### src/rtl/sweep_pkg.sv
// Shared types and constants for the sweep sequencer and its dwell timer.
package sweep_pkg;

  localparam int WIDTH_DEFAULT   = 8;
  localparam int DWELL_W_DEFAULT = 4;

  localparam logic DIR_UP   = 1'b0;
  localparam logic DIR_DOWN = 1'b1;

  typedef enum logic [2:0] {
    IDLE     = 3'd0,
    LOAD     = 3'd1,
    UP       = 3'd2,
    DWELL_HI = 3'd3,
    DOWN     = 3'd4,
    DWELL_LO = 3'd5
  } sweep_state_t;

endpackage

### src/rtl/sweep_ctrl_if.sv
// Control/feedback bundle between the sweep sequencer and the up/down counter stage.
interface sweep_ctrl_if #(
  parameter int WIDTH = 8
);
  // Counter contract: load beats enable; with enable, dir=0 counts up and
  // dir=1 counts down; count_in is the counter register, updated on the same
  // clk edge that samples load/enable.
  logic             load;
  logic [WIDTH-1:0] load_data;
  logic             enable;
  logic             dir;
  logic [WIDTH-1:0] count_in;

  modport master (
    output load,
    output load_data,
    output enable,
    output dir,
    input  count_in
  );

  modport slave (
    input  load,
    input  load_data,
    input  enable,
    input  dir,
    output count_in
  );
endinterface

### src/rtl/dwell_timer.sv
// Loadable down-counter; expire is high during the last cycle of a loaded hold.
module dwell_timer #(
  parameter int W = 4
) (
  input  logic         clk,
  input  logic         rst,
  input  logic         load,
  input  logic [W-1:0] load_val,
  output logic         expire
);

  logic [W-1:0] cnt;

  always_ff @(posedge clk or posedge rst) begin
    if (rst) begin
      cnt <= '0;
    end else if (load) begin
      cnt <= load_val;
    end else if (cnt != '0) begin
      cnt <= cnt - 1'b1;
    end
  end

  // A hold of N cycles sees cnt = N, N-1, ..., 1; the turnaround fires on 1.
  assign expire = (cnt == W'(1));

endmodule

### src/rtl/sweep_ctrl.sv
// Triangle-sweep sequencer for the up/down counter stage.
// Dwell holds at the turnarounds are built only when SWEEP_CTRL_DWELL_EN is defined.
module sweep_ctrl
  import sweep_pkg::*;
#(
  parameter int WIDTH   = WIDTH_DEFAULT,
  parameter int DWELL_W = DWELL_W_DEFAULT
) (
  input  logic               clk,
  input  logic               rst,
  input  logic               start,
  input  logic               stop,
  input  logic [WIDTH-1:0]   lo_limit,
  input  logic [WIDTH-1:0]   hi_limit,
  input  logic [7:0]         num_sweeps,
  input  logic [DWELL_W-1:0] dwell_cycles,
  sweep_ctrl_if.master       ctr,
  output logic               busy,
  output logic               done,
  output logic               cfg_err,
  output logic [7:0]         sweep_cnt,
  output sweep_state_t       state_dbg
);

  sweep_state_t     state, state_nxt;
  logic [WIDTH-1:0] lo_c, hi_c;
  logic [7:0]       num_c;
  logic [7:0]       sweep_inc;
  logic             at_hi, at_lo, start_ok, start_bad, finish;

`ifdef SWEEP_CTRL_DWELL_EN
  logic [DWELL_W-1:0] dwell_c;
  logic               dwell_go, timer_load, timer_exp;

  assign dwell_go = (dwell_c != '0);

  dwell_timer #(.W(DWELL_W)) u_dwell (
    .clk      (clk),
    .rst      (rst),
    .load     (timer_load),
    .load_val (dwell_c),
    .expire   (timer_exp)
  );
`else
  logic unused_dwell;
  assign unused_dwell = ^dwell_cycles;
`endif

  assign at_hi     = (ctr.count_in == hi_c);
  assign at_lo     = (ctr.count_in == lo_c);
  assign start_ok  = start & ~stop & (lo_limit < hi_limit);
  assign start_bad = start & ~stop & ~(lo_limit < hi_limit);
  assign sweep_inc = sweep_cnt + 8'd1;
  assign finish    = (num_c != 8'd0) && (sweep_inc == num_c);

  assign busy      = (state != IDLE);
  assign state_dbg = state;

  always_ff @(posedge clk or posedge rst) begin
    if (rst) begin
      state <= IDLE;
    end else begin
      state <= state_nxt;
    end
  end

  always_comb begin
    state_nxt = state;
`ifdef SWEEP_CTRL_DWELL_EN
    timer_load = 1'b0;
`endif
    case (state)
      IDLE: if (start_ok) state_nxt = LOAD;
      LOAD: state_nxt = UP;
      UP: begin
        if (at_hi) begin
`ifdef SWEEP_CTRL_DWELL_EN
          if (dwell_go) begin
            state_nxt  = DWELL_HI;
            timer_load = 1'b1;
          end else
`endif
          state_nxt = DOWN;
        end
      end
      DOWN: begin
        if (at_lo) begin
          if (finish) begin
            state_nxt = IDLE;
          end else begin
`ifdef SWEEP_CTRL_DWELL_EN
            if (dwell_go) begin
              state_nxt  = DWELL_LO;
              timer_load = 1'b1;
            end else
`endif
            state_nxt = UP;
          end
        end
      end
`ifdef SWEEP_CTRL_DWELL_EN
      DWELL_HI: if (timer_exp) state_nxt = DOWN;
      DWELL_LO: if (timer_exp) state_nxt = UP;
`endif
      default: state_nxt = IDLE;
    endcase
    // Abort overrides every transition out of a running state.
    if (stop && (state != IDLE)) state_nxt = IDLE;
  end

  always_comb begin
    ctr.load      = (state == LOAD);
    ctr.load_data = (state == LOAD) ? lo_c : '0;
    ctr.dir       = ((state == DOWN) || (state == DWELL_LO)) ? DIR_DOWN : DIR_UP;
    ctr.enable    = 1'b0;
    if (state == UP)   ctr.enable = ~at_hi & ~stop;
    if (state == DOWN) ctr.enable = ~at_lo & ~stop;
  end

  always_ff @(posedge clk or posedge rst) begin
    if (rst) begin
      lo_c      <= '0;
      hi_c      <= '0;
      num_c     <= '0;
      sweep_cnt <= '0;
      done      <= 1'b0;
      cfg_err   <= 1'b0;
`ifdef SWEEP_CTRL_DWELL_EN
      dwell_c   <= '0;
`endif
    end else begin
      done    <= (state == DOWN) & at_lo & finish & ~stop;
      cfg_err <= (state == IDLE) & start_bad;
      if ((state == IDLE) && start_ok) begin
        lo_c      <= lo_limit;
        hi_c      <= hi_limit;
        num_c     <= num_sweeps;
        sweep_cnt <= '0;
`ifdef SWEEP_CTRL_DWELL_EN
        dwell_c   <= dwell_cycles;
`endif
      end else if ((state == DOWN) && at_lo && !stop) begin
        sweep_cnt <= sweep_inc;
      end
    end
  end

endmodule
### src/flat_wrapper.sv
// flat-port wrapper written by rule: the top's interface ports become plain ports
module sweep_ctrl_flat import sweep_pkg::*;
#(
  parameter int WIDTH   = WIDTH_DEFAULT,
  parameter int DWELL_W = DWELL_W_DEFAULT
)
  (clk, rst, start, stop, lo_limit, hi_limit, num_sweeps, dwell_cycles, busy, done, cfg_err, sweep_cnt, state_dbg, ctr_load, ctr_load_data, ctr_enable, ctr_dir, ctr_count_in);
  sweep_ctrl_if #(.WIDTH(WIDTH)) ctr_i ();
  input  logic clk;
  input  logic rst;
  input  logic start;
  input  logic stop;
  input  logic [WIDTH-1:0] lo_limit;
  input  logic [WIDTH-1:0] hi_limit;
  input  logic [7:0] num_sweeps;
  input  logic [DWELL_W-1:0] dwell_cycles;
  output logic busy;
  output logic done;
  output logic cfg_err;
  output logic [7:0] sweep_cnt;
  output sweep_state_t state_dbg;
  output wire logic [$bits(ctr_i.load)-1:0] ctr_load;
  output wire logic [$bits(ctr_i.load_data)-1:0] ctr_load_data;
  output wire logic [$bits(ctr_i.enable)-1:0] ctr_enable;
  output wire logic [$bits(ctr_i.dir)-1:0] ctr_dir;
  input wire logic [$bits(ctr_i.count_in)-1:0] ctr_count_in;
  assign ctr_load = ctr_i.load;
  assign ctr_load_data = ctr_i.load_data;
  assign ctr_enable = ctr_i.enable;
  assign ctr_dir = ctr_i.dir;
  assign ctr_i.count_in = ctr_count_in;
  sweep_ctrl #(.WIDTH(WIDTH), .DWELL_W(DWELL_W)) u_core (.clk(clk), .rst(rst), .start(start), .stop(stop), .lo_limit(lo_limit), .hi_limit(hi_limit), .num_sweeps(num_sweeps), .dwell_cycles(dwell_cycles), .ctr(ctr_i), .busy(busy), .done(done), .cfg_err(cfg_err), .sweep_cnt(sweep_cnt), .state_dbg(state_dbg));
endmodule
### config.mk
export PLATFORM = sky130hd
export DESIGN_NAME = sweep_ctrl_flat
export DESIGN_NICKNAME = d
export VERILOG_FILES = /design/src/rtl/sweep_pkg.sv /design/src/rtl/sweep_ctrl_if.sv /design/src/rtl/dwell_timer.sv /design/src/rtl/sweep_ctrl.sv /design/src/flat_wrapper.sv
export SDC_FILE = /design/constraint.sdc
export NUM_CORES = 1
export LEC_CHECK = 0
export BUFFER_PORTS_ARGS = -buffer_cell sky130_fd_sc_hd__buf_2
export CAP_MARGIN = 40
export CORE_MARGIN = 4
export CORE_UTILIZATION = 47
export DETAILED_ROUTE_END_ITERATION = 8
export HOLD_SLACK_MARGIN = 0.06
export MAX_ROUTING_LAYER = met4
export PLACE_DENSITY = 0.76
export REMOVE_ABC_BUFFERS = 1
export SYNTH_ARGS = -nofsm -noshare
export SYNTH_HDL_FRONTEND = slang
export SYNTH_SLANG_ARGS = --single-unit
export TNS_END_PERCENT = 5
### constraint.sdc
create_clock -name clk -period 1.9 [get_ports clk]
set_input_delay 0.285 -clock clk [delete_from_list [all_inputs] [get_ports clk]]
set_output_delay 0.285 -clock clk [all_outputs]
set_load 0.02 [all_outputs]
==> results.tsv <==
stage	metric	value	unit
critical_path	crit path max fanout	6	
critical_path	critical path data arrival time	2200	ps
clock_tree	CTS tree	built	
clock_tree	clk_lat worst skew	300	ps
place	Placed Cells incl. Taps	345	
critical_path	Critical-path top delay cell	mux2_4	
clock_tree	register clock-pin slew on the reported worst setup and hold paths	80	ps
final_layout	post-layout util	71.4	%
critical_path	critical setup path kind	input pin to register	
die	die width	77.5	um
critical_path	CP startpoint kind	input pin	
flow_run	maxcap violations	0	
yosys	Yosys cell types	43	
final_layout	Post-Layout Cell Count	369	
global_routing	largest net degree at the start of global routing	38	
sta	post-layout min period	2020	ps
drt	drt initial violations	134	
final_layout	layout cells sized above 1	49.2	%
sta	Worst Tran Pin Value	559	ps
hold_path	worst hold path class	input pin to asynchronous set/reset pin	
sta	final hold violations	0	
place	Placed Area	2760	sq um
final_layout	antenna cells	0	
critical_path	critical path required time	2080	ps
place	I/O Buffers	60	
sta	slew margin rel.	62.5	%
clock_tree	# hold bufs at CTS	0	
final_layout	area delta synth->final	47.8	%
final_layout	nets@finish	362	
critical_path	CP Capture Type	register	
die	Ports	65	
sta	final setup fails	26	
yosys	Yosys reg bits	37	
clock_tree	Clock Path Buffers	2	
yosys	Synth top area share	40.8	%
critical_path	crit path cell chain	buf_2 -> inv_1 -> ha_1 -> o21ai_0 -> nand2b_1 -> a21oi_1 -> o31ai_4 -> nor2_4 -> buf_12 -> clkbuf_16 -> mux2_4	
drt	Routed wire per std cell	19.4	um
die	Starting Density	48.3	%
yosys	synth top area cells	dfrtp_1 41%, mux2_2 11%, xnor2_1 10%, ha_1 4.4%, inv_1 2.3%	
global_routing	global-route wire length before repair	9510	um
clock_tree	# clock sinks	37	
drt	DR pass1 iterations	4	
place	Placer Congestion	0.833	
global_routing	initial antenna violation count	0	
run_status	violated checks	setup timing	
clock_tree	htree depth	2	
place	DP Wirelength	4270	um
critical_path	CP bufs+invs	4	
run_status	status	complete, but fails checks	
sta	final setup margin	-118	ps
global_routing	GR Overflow Total	0	
sta	Peak Freq	496	MHz
die	row count	25	
drt	via/cell ratio	5.74	
sta	RSZ-0062 raised after global routing	yes	
global_routing	GR Util All Layers	20.7	%
yosys	register area share after synthesis	40.8	%
pwr	Pwr Density	923	nW/um^2
critical_path	cell family with most CP delay	compound AO/OA/AOI/OAI gates	
drt	final wirelength	7150	um
drt	Remaining DRCs	0	
die	Placeable Area	4690	sq um
drt	Routed Antenna Nets	0	
sta	setup_tns	-2250	ps
global_routing	vias in the first global route	1987	
yosys	cells after synthesis	219	
yosys	Synth area leader	dfrtp_1	
clock_tree	TritonCTS buffer count	5	
yosys	synth warn	0	
sta	Max Slew Vio Count	0	
clock_tree	Root Buffer	clkbuf_8	
sta	crit share post-route	106	%
yosys	syn_area_per_cell	10.4	sq um
die	Die ar.	6000	sq um
pwr	worst ir drop on vdd	0.604	mV
pwr	Leak Pwr	1.62	nW
critical_path	Critical Path Max Stage Delay	310	ps
final_layout	Finished Cell Area	3350	sq um
place	DP Worst Slack	-302	ps
die	die height	77.5	um
yosys	Netlist Area Pre-Place	2270	sq um
drt	Vias	2119	
sta	Layout Skew	8.62	ps
## area by class of cell
| class | count | area (sq um) |
|---|---|---|
| Inverter | 14 | 55.1 |
| Clock inverter | 2 | 37.5 |
| Timing Repair Buffer | 97 | 689 |
| Clock buffer | 6 | 82.6 |
| Fill cell | 292 | 1340 |
| Multi-Input combinational cell | 159 | 1490 |
| Tap cell | 54 | 67.6 |
| Sequential cell | 37 | 926 |
## cell usage in the layout (no fill, tap or decap), types with 4 or more instances in the layout
| master | synthesis | routed |
|---|---|---|
| a21oi_1 | 9 | 6 |
| and3_1 | 8 | 8 |
| buf_2 | 3 | 59 |
| buf_4 | 1 | 28 |
| clkbuf_8 | 0 | 6 |
| dfrtp_1 | 37 | 37 |
| ha_1 | 8 | 5 |
| inv_1 | 14 | 13 |
| mux2_4 | 1 | 24 |
| nand2_1 | 10 | 9 |
| nand3_1 | 9 | 8 |
| nand4_1 | 5 | 5 |
| nor2_1 | 13 | 13 |
| nor2b_1 | 4 | 4 |
| nor4_1 | 6 | 5 |
| xnor2_1 | 27 | 23 |
| xnor2_2 | 0 | 4 |
| xor2_1 | 5 | 4 |
## layer usage
metal | vias up | track usage (%) | part of all wire, %
met2 | 100 | 32.1 | 50
met3 | 23 | 4.52 | 7.4
li1 | 963 | - | -
met5 | - | - | 0
met1 | 1033 | 26.4 | 40
met4 | 0 | 8.36 | 2.6
## kinds of logic after synthesis
family / Yosys count / synth area share (%)
muxes: 25 / 12.5
and+or+nand+nor: 64 / 15.4
buffers and inverters: 23 / 4.85
adders and majority gates: 8 / 4.41
xor gates and xnor gates: 32 / 12.4
AOI/OAI and AO/OA: 30 / 9.65
DFF: 37 / 40.8
## synthesized netlist by cell type, drive strengths merged
library cell and instances:
nand4 5, o311ai 1, nor2 14, o21ai 4
a21o 2, mux2i 1, and2 1, and3 8
and4 1, nand4bb 1, nor3 1, a31oi 3
a21boi 1, nor2b 4, nand2b 2, or4 1
o31a 1, ha 8, or3 1, nand3 9
buf 6, o21bai 1, xor2 5, clkbuf 3
a32o 1, mux2 24, o211a 1, o31ai 1
inv 14, a2111oi 3, a211oi 1, xnor2 27
dfrtp 37, nor4 6, o211ai 1, a21oi 9
nand2 10
## where the power goes
group,switching [mW],internal [mW],total [mW]
sequential,0.232,0.978,1.21
combinational,0.488,0.667,1.15
clock,0.303,0.427,0.730
total,1.02,2.07,3.09
## stage by stage
stage / total power [mW] / hold slack (ps)
floorplan: 1.72 / 420
finish: 3.09 / 86.7
CTS: 2.81 / 108
detailed placement: 2.01 / 421
global placement: 1.97 / 416
global route: 3.22 / 156
## sequential cells by signal, summed over array words and instances (netlist names)
register	cells
u_core.hi_c	8
u_core.lo_c	8
u_core.num_c	8
u_core.sweep_cnt	8
u_core.state_dbg	3
u_core.cfg_err	1
u_core.done	1
## tightest hold or removal path, delay by kind of cell
| family | cells | cell delay (ps) |
|---|---|---|
| buffers and inverters | 3 | 520 |
## worst paths after layout
path                                     startpoint                  end  slack [ps]  cells after the start
worst min-delay path                            rst      u_core.num_c[7]          90                      3
min in group clk                      num_sweeps[5]      u_core.num_c[5]         220                      2
worst max register to register  u_core.sweep_cnt[0]  u_core.state_dbg[1]         -30                      8
worst min register to register       u_core.hi_c[0]       u_core.hi_c[0]         540                      1
max in group asynchronous                       rst  u_core.sweep_cnt[5]        1490                      3
worst max-delay path                    hi_limit[3]       u_core.hi_c[3]        -120                     11
## timing repair
item	in CTS	in global routing
pin swaps	9	17
resized for setup	15	43
setup buffers	5	8
hold endpoints to repair	0	0
setup endpoints to repair	11	33
cloned	0	3
No activity file was read; power rests on OpenSTA's default activity.
